<file path="src/rtl/mult_div_if.sv">
// Start/operand/result bundle between the multicycle control path and the
// iterative multiply/divide unit.
interface mult_div_if #(
    parameter int unsigned WIDTH = 32
);
    logic             mult_start;
    logic             div_start;
    logic [WIDTH-1:0] op_a;
    logic [WIDTH-1:0] op_b;
    logic             busy;
    logic             done;
    logic             div_zero;
    logic [WIDTH-1:0] hi_out;
    logic [WIDTH-1:0] lo_out;

    modport master (
        output mult_start, div_start, op_a, op_b,
        input  busy, done, div_zero, hi_out, lo_out
    );

    modport slave (
        input  mult_start, div_start, op_a, op_b,
        output busy, done, div_zero, hi_out, lo_out
    );
endinterface

</file>
<file path="src/rtl/mult_div_unit.sv">
// Iterative signed multiply (radix-2 Booth) and restoring divide producing HI/LO,
// one iteration per clock, started by a one-cycle pulse.
module mult_div_unit #(
    parameter int unsigned WIDTH = 32
) (
    input  logic       clk,
    input  logic       reset,
    mult_div_if.slave  bus
);
    // Booth accumulator {P, multiplier, q-1}; P carries one guard bit so a
    // most-negative multiplicand cannot overflow the add/sub.
    localparam int unsigned AW = 2 * WIDTH + 2;
    localparam int unsigned CW = $clog2(WIDTH + 1);

    typedef enum logic [1:0] {IDLE, MULT, DIV, FINISH} state_t;

    state_t           state;
    logic [CW-1:0]    cnt;
    logic [AW-1:0]    acc;
    logic [WIDTH:0]   mcand;
    logic [WIDTH-1:0] dvd;
    logic [WIDTH-1:0] dvs;
    logic [WIDTH-1:0] rem;
    logic             a_neg;
    logic             q_neg;
    logic             dz;

    logic [WIDTH:0]          p_cur;
    logic [WIDTH:0]          p_sum;
    logic signed [AW-1:0]    booth_pre;
    logic [AW-1:0]           booth_next;
    logic [WIDTH:0]          r_sh;
    logic                    r_ge;
    logic [WIDTH-1:0]        rem_next;
    logic [WIDTH-1:0]        dvd_next;
    logic [WIDTH-1:0]        quo_fix;
    logic [WIDTH-1:0]        rem_fix;
    logic [WIDTH-1:0]        a_mag;
    logic [WIDTH-1:0]        b_mag;

    // One Booth step: add/sub on P, then arithmetic shift of the whole accumulator
    always_comb begin
        p_cur = acc[AW-1:WIDTH+1];
        case (acc[1:0])
            2'b01:   p_sum = p_cur + mcand;
            2'b10:   p_sum = p_cur - mcand;
            default: p_sum = p_cur;
        endcase
        booth_pre  = {p_sum, acc[WIDTH:0]};
        booth_next = booth_pre >>> 1;
    end

    // One restoring-division step; dvd shifts out dividend bits and collects quotient bits
    always_comb begin
        r_sh     = {rem, dvd[WIDTH-1]};
        r_ge     = (r_sh >= {1'b0, dvs});
        rem_next = r_ge ? WIDTH'(r_sh - {1'b0, dvs}) : r_sh[WIDTH-1:0];
        dvd_next = {dvd[WIDTH-2:0], r_ge};
        quo_fix  = q_neg ? -dvd : dvd;
        rem_fix  = a_neg ? -rem : rem;
        a_mag    = bus.op_a[WIDTH-1] ? -bus.op_a : bus.op_a;
        b_mag    = bus.op_b[WIDTH-1] ? -bus.op_b : bus.op_b;
    end

    always_ff @(posedge clk) begin
        if (reset) begin
            state        <= IDLE;
            cnt          <= '0;
            acc          <= '0;
            mcand        <= '0;
            dvd          <= '0;
            dvs          <= '0;
            rem          <= '0;
            a_neg        <= 1'b0;
            q_neg        <= 1'b0;
            dz           <= 1'b0;
            bus.busy     <= 1'b0;
            bus.done     <= 1'b0;
            bus.div_zero <= 1'b0;
            bus.hi_out   <= '0;
            bus.lo_out   <= '0;
        end else begin
            bus.done     <= 1'b0;
            bus.div_zero <= 1'b0;
            case (state)
                IDLE: begin
                    if (bus.mult_start) begin
                        mcand    <= {bus.op_a[WIDTH-1], bus.op_a};
                        acc      <= AW'({bus.op_b, 1'b0});
                        cnt      <= '0;
                        bus.busy <= 1'b1;
                        state    <= MULT;
                    end else if (bus.div_start) begin
                        dvd      <= a_mag;
                        dvs      <= b_mag;
                        rem      <= '0;
                        a_neg    <= bus.op_a[WIDTH-1];
                        q_neg    <= bus.op_a[WIDTH-1] ^ bus.op_b[WIDTH-1];
                        dz       <= (bus.op_b == '0);
                        cnt      <= '0;
                        bus.busy <= 1'b1;
                        state    <= DIV;
                    end
                end
                MULT: begin
                    if (cnt == CW'(WIDTH)) begin
                        bus.hi_out <= acc[2*WIDTH:WIDTH+1];
                        bus.lo_out <= acc[WIDTH:1];
                        bus.busy   <= 1'b0;
                        bus.done   <= 1'b1;
                        state      <= FINISH;
                    end else begin
                        acc <= booth_next;
                        cnt <= cnt + CW'(1);
                    end
                end
                DIV: begin
                    // Zero divisor skips the iterations and leaves HI/LO untouched
                    if (dz) begin
                        bus.busy     <= 1'b0;
                        bus.done     <= 1'b1;
                        bus.div_zero <= 1'b1;
                        state        <= FINISH;
                    end else if (cnt == CW'(WIDTH)) begin
                        bus.hi_out <= rem_fix;
                        bus.lo_out <= quo_fix;
                        bus.busy   <= 1'b0;
                        bus.done   <= 1'b1;
                        state      <= FINISH;
                    end else begin
                        rem <= rem_next;
                        dvd <= dvd_next;
                        cnt <= cnt + CW'(1);
                    end
                end
                FINISH: state <= IDLE;
                default: state <= IDLE;
            endcase
        end
    end
endmodule

</file>
<file path="src/flat_wrapper.sv">
// flat-port wrapper written by rule: the top's interface ports become plain ports
module mult_div_unit_flat 
#(
    parameter int unsigned WIDTH = 32
)
  (clk, reset, bus_mult_start, bus_div_start, bus_op_a, bus_op_b, bus_busy, bus_done, bus_div_zero, bus_hi_out, bus_lo_out);
  mult_div_if #(.WIDTH(WIDTH)) bus_i ();
  input  logic clk;
  input  logic reset;
  input wire logic [$bits(bus_i.mult_start)-1:0] bus_mult_start;
  input wire logic [$bits(bus_i.div_start)-1:0] bus_div_start;
  input wire logic [$bits(bus_i.op_a)-1:0] bus_op_a;
  input wire logic [$bits(bus_i.op_b)-1:0] bus_op_b;
  output wire logic [$bits(bus_i.busy)-1:0] bus_busy;
  output wire logic [$bits(bus_i.done)-1:0] bus_done;
  output wire logic [$bits(bus_i.div_zero)-1:0] bus_div_zero;
  output wire logic [$bits(bus_i.hi_out)-1:0] bus_hi_out;
  output wire logic [$bits(bus_i.lo_out)-1:0] bus_lo_out;
  assign bus_i.mult_start = bus_mult_start;
  assign bus_i.div_start = bus_div_start;
  assign bus_i.op_a = bus_op_a;
  assign bus_i.op_b = bus_op_b;
  assign bus_busy = bus_i.busy;
  assign bus_done = bus_i.done;
  assign bus_div_zero = bus_i.div_zero;
  assign bus_hi_out = bus_i.hi_out;
  assign bus_lo_out = bus_i.lo_out;
  mult_div_unit #(.WIDTH(WIDTH)) u_core (.clk(clk), .reset(reset), .bus(bus_i));
endmodule
</file>
<file path="config.mk">
export PLATFORM = sky130hd
export DESIGN_NAME = mult_div_unit_flat
export DESIGN_NICKNAME = d
export VERILOG_FILES = /design/src/rtl/mult_div_if.sv /design/src/rtl/mult_div_unit.sv /design/src/flat_wrapper.sv
export SDC_FILE = /design/constraint.sdc
export NUM_CORES = 1
export LEC_CHECK = 0
export BUFFER_PORTS_ARGS = -buffer_cell sky130_fd_sc_hd__buf_4
export CAP_MARGIN = 20
export CORE_MARGIN = 10
export CORE_UTILIZATION = 30
export DETAILED_ROUTE_END_ITERATION = 12
export GPL_ROUTABILITY_DRIVEN = 1
export GPL_TIMING_DRIVEN = 0
export HOLD_SLACK_MARGIN = 0.06
export PLACE_DENSITY = 0.56
export REMOVE_ABC_BUFFERS = 1
export SETUP_SLACK_MARGIN = 0.15
export SLEW_MARGIN = 20
export SYNTH_ARGS = -nofsm -noshare
export SYNTH_HDL_FRONTEND = slang
export SYNTH_SLANG_ARGS = --single-unit
export TNS_END_PERCENT = 10
</file>
<file path="constraint.sdc">
create_clock -name clk -period 3.9 [get_ports clk]
set_input_delay 0.195 -clock clk [delete_from_list [all_inputs] [get_ports clk]]
set_output_delay 0.195 -clock clk [all_outputs]
set_load 0.005 [all_outputs]
</file>
==> flow_summary.toml <==
[setup_path]
crit_required_ns = 4.37
arrival_ns = 4.19
reg2reg_slack_ns = 0.18
cp-end-kind = "flip-flop"
max_stage_delay_ns = 0.37
slowest_stage = "dfxtp_4"
start_kind = "flip-flop"
worst_r2r_path_depth = 19
criticalPathCategory = "flip-flop to flip-flop"
timing.rr.end = "u_core.acc[61]$_SDFFE_PP0P_"
rr_startpoint = "u_core.mcand[2]$_SDFFE_PP0P_"
cp_max_fo = 5
cp_cell_sequence = "nor3_4 -> nand3b_1 -> buf_6 -> nor4_4 -> nand3b_1 -> nor4_2 -> nor2_2 -> xnor2_2 -> ha_4 -> a21o_1 -> a21oi_2 -> nor2b_1 -> o21ai_1 -> nand2b_1 -> a21oi_2 -> a21boi_2 -> a311oi_2 -> xor2_1 -> o22ai_1"

[synthesis]
yosysUniqueCellTypes = 66
yosys_register_bits = 271
netlist_instances = 2315
ys_dominant_reg_cell = "dfxtp_1"
async_flop_share = 0
postSynthAreaPerCell_um2 = 7.57
synth_area_leaders = "dfxtp_1 31%, xor2_1 7.2%, a21oi_1 6.7%"
yosysSeqAreaShare = 0.309
yosysTopAreaCell = "dfxtp_1"
synth-edff-count = 0
yosysWarnings = 0
synth_top_area_share = 0.309
syn-cell-area_mm2 = 0.0175

[global_route]
overflow = 0
grt.total_usage = 0.166
grt_pass1_vias = 16178
grt_max_degree = 116
antenna_found_initial = 4
grt_pass1_wl_mm = 92.0

[power]
p_int_mw = 8.26
leakagePower_nw = 8.46
p_seq_frac = 0.264
power_density_mw_per_mm2 = 676
p_sw_mw = 6.53
total_power_mw = 14.8
p_sw_frac = 0.441
clkPwrFrac = 0.205
vdd_drop_max_uv = 417
p_comb_frac = 0.531

[finish]
multi_input_area_mm2 = 0.0119
finish.utilization = 0.379
num-fill-cells = 5976
fin_nets = 2593
area_delta_synth_final_pct = 24.8
drive_above_1_share = 0.141
final-seq-area_mm2 = 0.00544
fin_cells = 3238

[worst_hold_path]
hold_start = "bus_op_b[31]"
hold_class = "input pin to flip-flop"
holdPathStages = 3
holdPathEnd = "u_core.acc[32]$_SDFFE_PP0P_"

[clocking]
clockRootBuffer = "clkbuf_16"
cts_num_sinks = 271
numCtsBuffers = 31
htree_levels = 1
cts.path.max_buffers = 3
clkLatencyLatePin_ns = 0.61
clk_pin_slew_worst_paths_ns = 0.07
cts_tree = "done"

[floorplanning]
die_h_um = 262
ios = 135
fp.dieW_um = 262
dieArea_mm2 = 0.0685
initial_core_util = 0.303
rows = 88
core_area_mm2 = 0.0578

[detailed_routing]
drt-pass1-iter-count = 7
drt_iter0_markers = 1328
antenna_left = 0
post-route-drc-count = 0
wl_per_cell_um = 18.4
wl_met3_mm = 3.34
via_count = 17109
wl_mm = 59.5
top_layer_used = "met4"
dr_wl_met2_mm = 26.4
met1Wirelength_mm = 27.9
vias_per_cell = 5.28

[placed_design]
dpl.cell_count = 3079
globalplace.congestion = 0.863
io_buffers = 134
hpwl_mm = 44.3
post-place-ws_ns = -0.938

[sta]
setup_viol = 0
slew_violations = 0
fmax_ghz = 0.269
period_share = 0.953
holdWs_ns = 0.121
rsz0062_at_grt = "yes"
hold_viol = 0
fin_skew_ns = 0.0112
worst_slack_ns = 0.183
min_period_ns = 3.72
worst_slew_pin_slew_ns = 1.07
relSlewSlack = 0.284

[flow_run]
drv_cap = 0

[outcome]
status = "finished, final reports clean"
-- cells by family after synthesis --
group	count (synthesis)	share of synthesized area
DFF	271	0.309
adders and majority gates	78	0.0565
and+or+nand+nor	761	0.191
AOI/OAI and AO/OA	726	0.262
muxes	57	0.0326
xor gates and xnor gates	205	0.102
buffers and inverters	217	0.0467
-- per-layer routing --
metal  global-route usage  up-vias
li1                     -     8522
met1                0.230     8032
met2                0.261      470
met3               0.0251       85
met4               0.0475        0
met5                    0        -
-- worst max-delay path by stage --
stage                                 start                            endpoint  slack (ns)  depth (start not counted)
2_1_floorplan  u_core.state[0]$_SDFFE_PP0P_  u_core.bus.hi_out[10]$_SDFFE_PP0P_       -3.11                          8
3_3_place_gp   u_core.state[0]$_SDFFE_PP0P_   u_core.bus.hi_out[5]$_SDFFE_PP0P_       -6.97                          8
3_5_place_dp     u_core.acc[1]$_SDFFE_PP0P_         u_core.acc[63]$_SDFFE_PP0P_       -0.94                         14
5_1_grt        u_core.mcand[9]$_SDFFE_PP0P_         u_core.acc[61]$_SDFFE_PP0P_       -0.13                         18
4_1_cts        u_core.mcand[7]$_SDFFE_PP0P_         u_core.acc[61]$_SDFFE_PP0P_        0.12                         18
6_report       u_core.mcand[2]$_SDFFE_PP0P_         u_core.acc[61]$_SDFFE_PP0P_        0.18                         19
-- layout by cell type, fill, tap and decap left out, types with 53 or more instances in the layout --
cell           Yosys  layout
inv_1             67      67
nand2_1          309     304
dlygate4sd3_1      0      68
xor2_1           144     143
ha_1              76      61
mux2i_1           56      55
nor2_1           257     248
buf_4              0     162
o21ai_0          151     139
dfxtp_1          271     263
xnor2_1           61      53
a211oi_1         125     122
a21oi_1          235     217
-- registers in the layout, summed over array words and instances, names as in the netlist --
name	count
u_core.a_neg	1
u_core.acc	65
u_core.bus.busy	1
u_core.bus.div_zero	1
u_core.bus.done	1
u_core.bus.hi_out	32
u_core.bus.lo_out	32
u_core.cnt	6
u_core.dvd	32
u_core.dvs	32
u_core.dz	1
u_core.mcand	32
u_core.q_neg	1
u_core.rem	32
u_core.state	2
-- cell usage after synthesis, drive strengths merged (4+ instances only) --
master	number
nor3b	4
or4	16
nand2	309
and2	8
o21ai	151
xor2	144
a211oi	126
o31ai	42
nor2	258
o211ai	19
a32oi	12
nor2b	15
dfxtp	271
a31oi	6
buf	14
o22ai	11
ha	76
and3	11
or3	21
nor4	17
nand3	29
mux2i	56
nor3	27
o41ai	20
nand4	9
a311oi	4
o21a	11
a222oi	7
o21bai	10
clkbuf	136
inv	67
a22o	4
a21o	32
or2	5
a22oi	18
nand3b	6
a21oi	235
xnor2	61
nand2b	21
-- area by class of cell --
cell class                      count  area share
Clock inverter                     15     0.00812
Tap cell                          765      0.0437
Antenna cell                        4    0.000457
Inverter                           67      0.0115
Multi-Input combinational cell   1827       0.544
Clock buffer                       40      0.0393
Timing Repair Buffer              249       0.104
Sequential cell                   271       0.249
-- stage by stage --
step / instance area (µm²) / setup TNS, ns
after floorplan: 17000 / -426.24
after global placement: 18900 / -984.85
after detailed placement: 19300 / -16.12
after CTS: 21300 / 0
after global routing: 21900 / -0.283
final: 21900 / 0
-- power groups by stage --
stage	combinational, mW	clock, mW	sequential, mW
3_3_place_gp	6.73	0	3.90
6_report	7.85	3.02	3.91
5_1_grt	8.66	3.19	3.99
3_5_place_dp	7.00	0	3.93
2_1_floorplan	4.88	0	3.75
4_1_cts	7.24	3.09	3.89
-- timing repair --
action / CTS / global route
endpoints found under the hold margin: 121 / 0
setup buffers: 10 / 22
hold buffers: 68 / 0
pin swaps: 13 / 60
resized for setup: 31 / 103
endpoints found under the setup margin: 55 / 49
-- worst max-delay path, delay by kind of cell (launching register included) --
kind | cells | cell delay, ns
and+or+nand+nor | 8 | 1.45
AOI/OAI and AO/OA | 7 | 0.96
xor gates and xnor gates | 2 | 0.40
DFF | 1 | 0.37
adders and majority gates | 1 | 0.25
buffers and inverters | 1 | 0.15
Power figures use the tool's default switching activity.
